<file path="src/rtl/lsu_pkg.sv">
// Shared size encoding, FSM state type and per-size byte count for the load/store unit.
package lsu_pkg;

    localparam logic [1:0] LS_BYTE = 2'd0;
    localparam logic [1:0] LS_HALF = 2'd1;
    localparam logic [1:0] LS_WORD = 2'd2;

    typedef enum logic [1:0] {
        IDLE   = 2'd0,
        ACCESS = 2'd1,
        SPLIT  = 2'd2,
        RESP   = 2'd3
    } lsu_state_e;

    function automatic logic [2:0] split_count(input logic [1:0] size);
        case (size)
            LS_BYTE: return 3'd1;
            LS_HALF: return 3'd2;
            default: return 3'd4;
        endcase
    endfunction

endpackage

</file>
<file path="src/rtl/lsu_misalign_detect.sv">
// Combinational misalignment flag for a (size, addr[1:0]) pair; bytes never misalign.
module lsu_misalign_detect
    import lsu_pkg::*;
(
    input  logic [1:0] size,
    input  logic [1:0] addr_lo,
    output logic       misaligned
);

    always_comb begin
        case (size)
            LS_BYTE: misaligned = 1'b0;
            LS_HALF: misaligned = addr_lo[0];
            default: misaligned = (addr_lo != 2'b00);
        endcase
    end

endmodule

</file>
<file path="src/rtl/load_store_unit.sv">
// Single-outstanding load/store initiator for the data memory (big-endian lanes).
// Build option LSU_UNALIGNED_EN: misaligned accesses are split into byte accesses instead of erroring.
module load_store_unit
    import lsu_pkg::*;
(
    input  logic        clock,
    input  logic        reset_n,
    input  logic        req_valid,
    output logic        req_ready,
    input  logic        req_write,
    input  logic [1:0]  req_size,
    input  logic        req_signed,
    input  logic [31:0] req_addr,
    input  logic [31:0] req_wdata,
    output logic        resp_valid,
    output logic [31:0] resp_rdata,
    output logic        resp_error,
    output logic [31:0] mem_address,
    output logic [31:0] mem_writedata,
    output logic        mem_memread,
    output logic        mem_memwrite,
    output logic [1:0]  mem_lscontrol,
    output logic        mem_sign_extend,
    input  logic [31:0] mem_readdata
);

    lsu_state_e  state_reg, state_next;
    logic        write_reg, write_next;
    logic [1:0]  size_reg, size_next;
    logic        signed_reg, signed_next;
    logic [31:0] addr_reg, addr_next;
    logic [31:0] wdata_reg, wdata_next;
    logic [31:0] rdata_reg, rdata_next;
    logic [1:0]  size_in;
    logic        misaligned;

`ifdef LSU_UNALIGNED_EN
    logic [1:0]  count_reg, count_next;
    logic [23:0] acc_reg, acc_next;
    logic [31:0] split_word;
    logic [2:0]  lanes_left;
    logic [31:0] split_store;
    logic        last_byte;

    assign split_word  = {acc_reg, mem_readdata[7:0]};
    // Store bytes leave most-significant first, so lane i takes byte (N-1-i) of the operand.
    assign lanes_left  = split_count(size_reg) - 3'd1 - {1'b0, count_reg};
    assign split_store = wdata_reg >> {lanes_left, 3'b000};
    assign last_byte   = ({1'b0, count_reg} == (split_count(size_reg) - 3'd1));
`else
    logic        error_reg, error_next;
`endif

    assign size_in = (req_size == 2'd3) ? LS_WORD : req_size;

    lsu_misalign_detect u_misalign (
        .size       (size_in),
        .addr_lo    (req_addr[1:0]),
        .misaligned (misaligned)
    );

    always_comb begin
        state_next      = state_reg;
        write_next      = write_reg;
        size_next       = size_reg;
        signed_next     = signed_reg;
        addr_next       = addr_reg;
        wdata_next      = wdata_reg;
        rdata_next      = rdata_reg;
`ifdef LSU_UNALIGNED_EN
        count_next      = count_reg;
        acc_next        = acc_reg;
`else
        error_next      = error_reg;
`endif
        req_ready       = 1'b0;
        mem_memread     = 1'b0;
        mem_memwrite    = 1'b0;
        mem_address     = addr_reg;
        mem_writedata   = wdata_reg;
        mem_lscontrol   = size_reg;
        mem_sign_extend = signed_reg;

        case (state_reg)
            IDLE: begin
                req_ready = 1'b1;
                if (req_valid) begin
                    write_next  = req_write;
                    size_next   = size_in;
                    signed_next = req_signed;
                    addr_next   = req_addr;
                    wdata_next  = req_wdata;
                    rdata_next  = 32'd0;
`ifdef LSU_UNALIGNED_EN
                    if (misaligned) begin
                        state_next = SPLIT;
                        count_next = 2'd0;
                        acc_next   = 24'd0;
                    end else begin
                        state_next = ACCESS;
                    end
`else
                    error_next = misaligned;
                    state_next = misaligned ? RESP : ACCESS;
`endif
                end
            end
            ACCESS: begin
                mem_memread  = ~write_reg;
                mem_memwrite = write_reg;
                rdata_next   = write_reg ? 32'd0 : mem_readdata;
                state_next   = RESP;
            end
`ifdef LSU_UNALIGNED_EN
            SPLIT: begin
                mem_memread     = ~write_reg;
                mem_memwrite    = write_reg;
                mem_address     = addr_reg + {30'd0, count_reg};
                mem_lscontrol   = LS_BYTE;
                mem_sign_extend = 1'b0;
                mem_writedata   = split_store & 32'h0000_00FF;
                acc_next        = split_word[23:0];
                count_next      = count_reg + 2'd1;
                if (last_byte) begin
                    state_next = RESP;
                    if (write_reg)
                        rdata_next = 32'd0;
                    else if (size_reg == LS_HALF)
                        rdata_next = {{16{signed_reg & split_word[15]}}, split_word[15:0]};
                    else
                        rdata_next = split_word;
                end
            end
`endif
            RESP: begin
                state_next = IDLE;
            end
            default: begin
                state_next = IDLE;
            end
        endcase
    end

    always_ff @(posedge clock) begin
        if (!reset_n) begin
            state_reg  <= IDLE;
            write_reg  <= 1'b0;
            size_reg   <= LS_BYTE;
            signed_reg <= 1'b0;
            addr_reg   <= 32'd0;
            wdata_reg  <= 32'd0;
            rdata_reg  <= 32'd0;
`ifdef LSU_UNALIGNED_EN
            count_reg  <= 2'd0;
            acc_reg    <= 24'd0;
`else
            error_reg  <= 1'b0;
`endif
        end else begin
            state_reg  <= state_next;
            write_reg  <= write_next;
            size_reg   <= size_next;
            signed_reg <= signed_next;
            addr_reg   <= addr_next;
            wdata_reg  <= wdata_next;
            rdata_reg  <= rdata_next;
`ifdef LSU_UNALIGNED_EN
            count_reg  <= count_next;
            acc_reg    <= acc_next;
`else
            error_reg  <= error_next;
`endif
        end
    end

    assign resp_valid = (state_reg == RESP);
    assign resp_rdata = rdata_reg;
`ifdef LSU_UNALIGNED_EN
    assign resp_error = 1'b0;
`else
    assign resp_error = error_reg & resp_valid;
`endif

endmodule

</file>
<file path="config.mk">
export PLATFORM = sky130hd
export DESIGN_NAME = load_store_unit
export DESIGN_NICKNAME = d
export VERILOG_FILES = /design/src/rtl/lsu_pkg.sv /design/src/rtl/lsu_misalign_detect.sv /design/src/rtl/load_store_unit.sv
export SDC_FILE = /design/constraint.sdc
export NUM_CORES = 1
export LEC_CHECK = 0
export ABC_CLOCK_PERIOD_IN_PS = 1440
export CORE_ASPECT_RATIO = 0.75
export CORE_MARGIN = 2
export CORE_UTILIZATION = 35
export CTS_CLUSTER_SIZE = 28
export DETAILED_ROUTE_END_ITERATION = 10
export MAX_ROUTING_LAYER = met4
export PLACE_DENSITY = 0.77
export SLEW_MARGIN = 20
export SYNTH_ARGS = -nofsm -noshare
export SYNTH_HDL_FRONTEND = slang
export SYNTH_HIERARCHICAL = 1
export SYNTH_SLANG_ARGS = --single-unit
</file>
<file path="constraint.sdc">
create_clock -name clock -period 1.44 [get_ports clock]
set_clock_uncertainty 0.1 [all_clocks]
set_input_delay 0.432 -clock clock [delete_from_list [all_inputs] [get_ports clock]]
set_output_delay 0.432 -clock clock [all_outputs]
set_load 0.005 [all_outputs]
</file>
Word-level counts from Yosys, hierarchy flattened
Cells that the tools add are included.
Widths: inputs -> output; s select.

storage, ports and cells
  flip-flop bits (word level) = 103
  input bits = 103
  output and inout bits = 104
  word-level logic and storage cells = 32

operators by class
  equal/unequal tests = 5
  muxes and demuxes = 11
  bitwise gates (word level) = 2
  reduce and logical (&&, ||, !) cells = 6

operator list
  kind                count
  $mux 32             2
  $pmux 32 s2         1
  $mux 2              3
  $eq 2x1->1 const B  2
  $eq 2x2->1 const B  2
  $logic_not 2->1     2
  $pmux 2 s2          1
  $reduce_and 2->1    2
  $reduce_bool 2->1   2
  $mux 1              3
  $ne 2x2->1 const B  1
  $pmux 1 s2          1
  $and 1x1->1         1
  $not 1->1           1

Depth between registers and ports, before layout
  depth after elaboration = 7
  mapped depth = 6
  depth with buffers taken out = 5

Hierarchy
The synthesis kept the hierarchy.

by module, submodules not included
  module               times used  cells each  area each (µm²)  sequential area each (µm²)
  load_store_unit      1           391         3907.5           2062.0
  lsu_misalign_detect  1           3           12.5             0.0

Worst setup path after synthesis
Ideal clock, no wire load.

  path type = input -> register
  from = in reset_n
  to = reg rdata_reg[1], in the netlist resp_rdata[1]
  library setup time = 0.117 ns
  arrival = 1.223 ns
  required time = 1.223 ns
  setup slack = -0.001 ns
  cell stages on the path = 5
  buffers on the path = 3
  cells stage by stage = buf_2 > and4bb_1 > buf_2 > buf_6 > a32o_1

RTL lines
  item                    RTL line                RTL
  start: declaration      load_store_unit.sv:7    input logic reset_n,
  end signal: assignment  load_store_unit.sv:166  rdata_reg <= rdata_next;
  end: declaration        load_store_unit.sv:33   logic [31:0] rdata_reg, rdata_next;

Final worst setup path
  from = reg state_reg[0]
  to = out resp_valid

on the way
  cells in the longest elaborated chain, start to end = 1

ends and longest elaborated chain
  item                      RTL line                RTL
  start: declaration        load_store_unit.sv:27   lsu_state_e state_reg, state_next;
  start signal: assignment  load_store_unit.sv:160  state_reg <= state_next;
  $eq 2x2->1                load_store_unit.sv:176  assign resp_valid = (state_reg == RESP);
  end: declaration          load_store_unit.sv:15   output logic resp_valid,

Every way passes these cells.

==> impl_metrics.py <==
metrics = {
    "yosys": {
        "synth_area_per_cell_sq_um": 9.95,
        "yosys.area.top_type": "dfxtp_1",
        "ys_ff_latch": 103,
        "synth.most_common_cell": "nand2_1",
        "async_reset_ff_share_pct": 0,
        "synth_cells": 394,
        "yosys.area.top_type_share_pct": 52.6,
        "synth_cell_types": 22,
        "synth_flop_cell": "dfxtp_1",
        "synth-edff-count": 0,
        "seq_area_frac_synth_pct": 52.6,
        "synth.top_cells.by_area": "dfxtp_1, mux2i_1, nand2_1",
        "ys_warn_count": 6,
        "synth_area_sq_um": 3920,
        "synth_commonest_cells": "nand2_1, dfxtp_1, mux2i_1",
        "syn_nets": 497,
    },
    "detailed_routing": {
        "routed_wl_um": 11800,
        "first_pass_iters": 4,
        "ant_nets": 0,
        "drt-initial-drc-count": 180,
        "vias": 3628,
        "wire_per_inst_um": 15.5,
        "drc_errors": 0,
        "viasPerCell": 4.78,
    },
    "clock_network": {
        "cts_tree": "built",
        "cts-root-buf": "clkbuf_16",
        "htree_levels": 3,
        "clock-sinks": 103,
        "cts.hold.buffers_added": 0,
        "cts_made_buffers": 9,
        "clk_latency_ps": 330,
        "clock_path_buffers": 2,
        "clk_pin_slew_ps": 70,
    },
    "hold_path": {
        "hold_path.class": "reg -> reg",
    },
    "die": {
        "coreArea_sq_um": 10900,
        "fp.dieH_um": 95.7,
        "die_x_um": 126,
        "start_util_pct": 35.8,
        "pin_count": 207,
        "dieArea_sq_um": 12100,
        "row_count": 33,
    },
    "power_and_ir_drop": {
        "p_per_area_nw_per_um2": 1050,
        "peakVddDrop_mv": 0.575,
        "p_leak_nw": 2.86,
    },
    "critical_path": {
        "crit_fanout": 6,
        "end_kind": "output port",
        "slowest_delay_ps": 360,
        "critPathRequiredTime_ps": 910,
        "crit_path_cell_trace": "buf_6 > and2_4 > buf_6",
        "crit_type": "reg -> out",
        "timing.reg2reg.setup_slack_ps": -70,
        "critPathArrivalTime_ps": 1040,
        "crit_buf_inv": 2,
        "crit_family": "flip-flops",
        "slowest_stage": "dfxtp_4",
        "start_kind": "flop",
        "cpMostUsedCell": "buf_6",
    },
    "sta": {
        "slew_violations": 0,
        "grt_setup_unrepaired": "yes",
        "fin_crit_ps": 1570,
        "tightestPinTransition_ps": 354,
        "setup-violations-final": 54,
        "relSlewSlack_pct": 76.4,
        "finalCritPeriodShare_pct": 109,
        "fmax_mhz": 637,
        "hold_viol_final": 0,
        "worst_slack_ps": -131,
    },
    "finish": {
        "utilization_pct": 62.3,
        "n_antenna_cell": 0,
        "fill_cells": 892,
        "final_cell_area_sq_um": 6820,
        "nets": 717,
        "drive_gt1_share_pct": 29.7,
        "syn2layout_area_growth_pct": 73.9,
    },
    "global_routing": {
        "grt_overflow": 0,
        "grt.total_usage_pct": 19.8,
        "grt_pass1_wl_um": 18500,
        "grt_pass1_vias": 3735,
        "grt_max_degree": 78,
        "antenna_found_initial": 0,
    },
    "run_status": {
        "status": "finished with violations",
        "violations": "setup timing",
    },
    "job": {
        "cap_viol_max_count": 0,
    },
    "placement": {
        "hpwlAfterDp_um": 7910,
        "place.gp.congestion": 0.777,
        "place_area_sq_um": 6160,
        "io_buffers": 206,
    },
}
-- cell families after synthesis --
family / count (synthesis) / synth area share, %
multiplexers: 69 / 17.6
buffers and inverters: 37 / 5.75
AO/OA/AOI/OAI: 34 / 8.59
AND/OR/NAND/NOR: 151 / 15.4
flip-flops: 103 / 52.6
-- metal layers --
metal	part of all wire (%)	vias up	global-route usage [%]
met5	0	-	-
met4	1.9	0	6.41
met3	5.4	20	4.88
met2	49	122	34.4
met1	44	1711	22.6
li1	-	1775	-
-- layout make-up --
type,count,area [sq um],share of cell area (%)
timing repair buffer,245,2520,37.0
sequential,103,2160,31.6
multi-input combinational,254,1650,24.2
clock buffer,13,240,3.52
tap,140,175,2.57
clock inverter,3,67.6,0.991
inverter,1,3.75,0.0551
-- final timing paths --
check / from / to / cells after the start
setup / recovery: state_reg[0] / resp_valid / 3
hold / removal: mem_writedata[27] / mem_writedata[27] / 2
setup reg to reg: state_reg[0] / mem_address[30] / 6
hold reg to reg: mem_writedata[27] / mem_writedata[27] / 2
-- layout by cell type (no fill, tap or decap), drive strengths merged --
cell and instances:
inv 1, buf 47, dfxtp 103, and2 1
nand3b 1, clkinvlp 1, nor2b 1, a21oi 1
nand2 137, nor3b 2, nor3 1, and3 1
clkdlybuf4s50 100, nor2 5, mux2i 69, a32o 32
bufbuf 1, bufinv 2, o21bai 1, dlygate4sd2 1
and3b 1, and4bb 1, clkbuf 48, clkdlybuf4s15 61
-- stage by stage --
step	setup slack [ps]	std cells	total power [mW]	setup TNS (ps)	hold WS [ps]
2_1_floorplan	6.38	394	3.72	0	330
3_3_place_gp	-409	719	4.50	-37960	341
3_5_place_dp	-466	719	4.53	-39010	345
4_1_cts	-189	758	7.30	-5930	359
5_1_grt	-172	759	7.49	-7760	369
6_report	-131	759	7.18	-2760	354
-- worst reg2reg max path, cell delays in order, from the launching register on --
cell     delay, ps
dfxtp_4        360
buf_6          120
nor3b_4        220
buf_6          190
buf_12         140
buf_16         120
mux2i_1        190
-- where the power goes --
part / internal (mW) / leakage (nW) / total (mW) / switching (mW)
sequential: 3.07 / 0.873 / 3.18 / 0.111
combinational: 0.919 / 1.84 / 1.46 / 0.544
clock: 1.53 / 0.144 / 2.53 / 1.00
-- timing repair --
action                     CTS  global route
gates resized for setup    308            69
pin swaps                    2             2
hold endpoints to repair     0             0
setup endpoints to repair  165           128
cloned                      10             1
buffers inserted            14             7
Note: power is estimated with default switching activity, not from simulation.
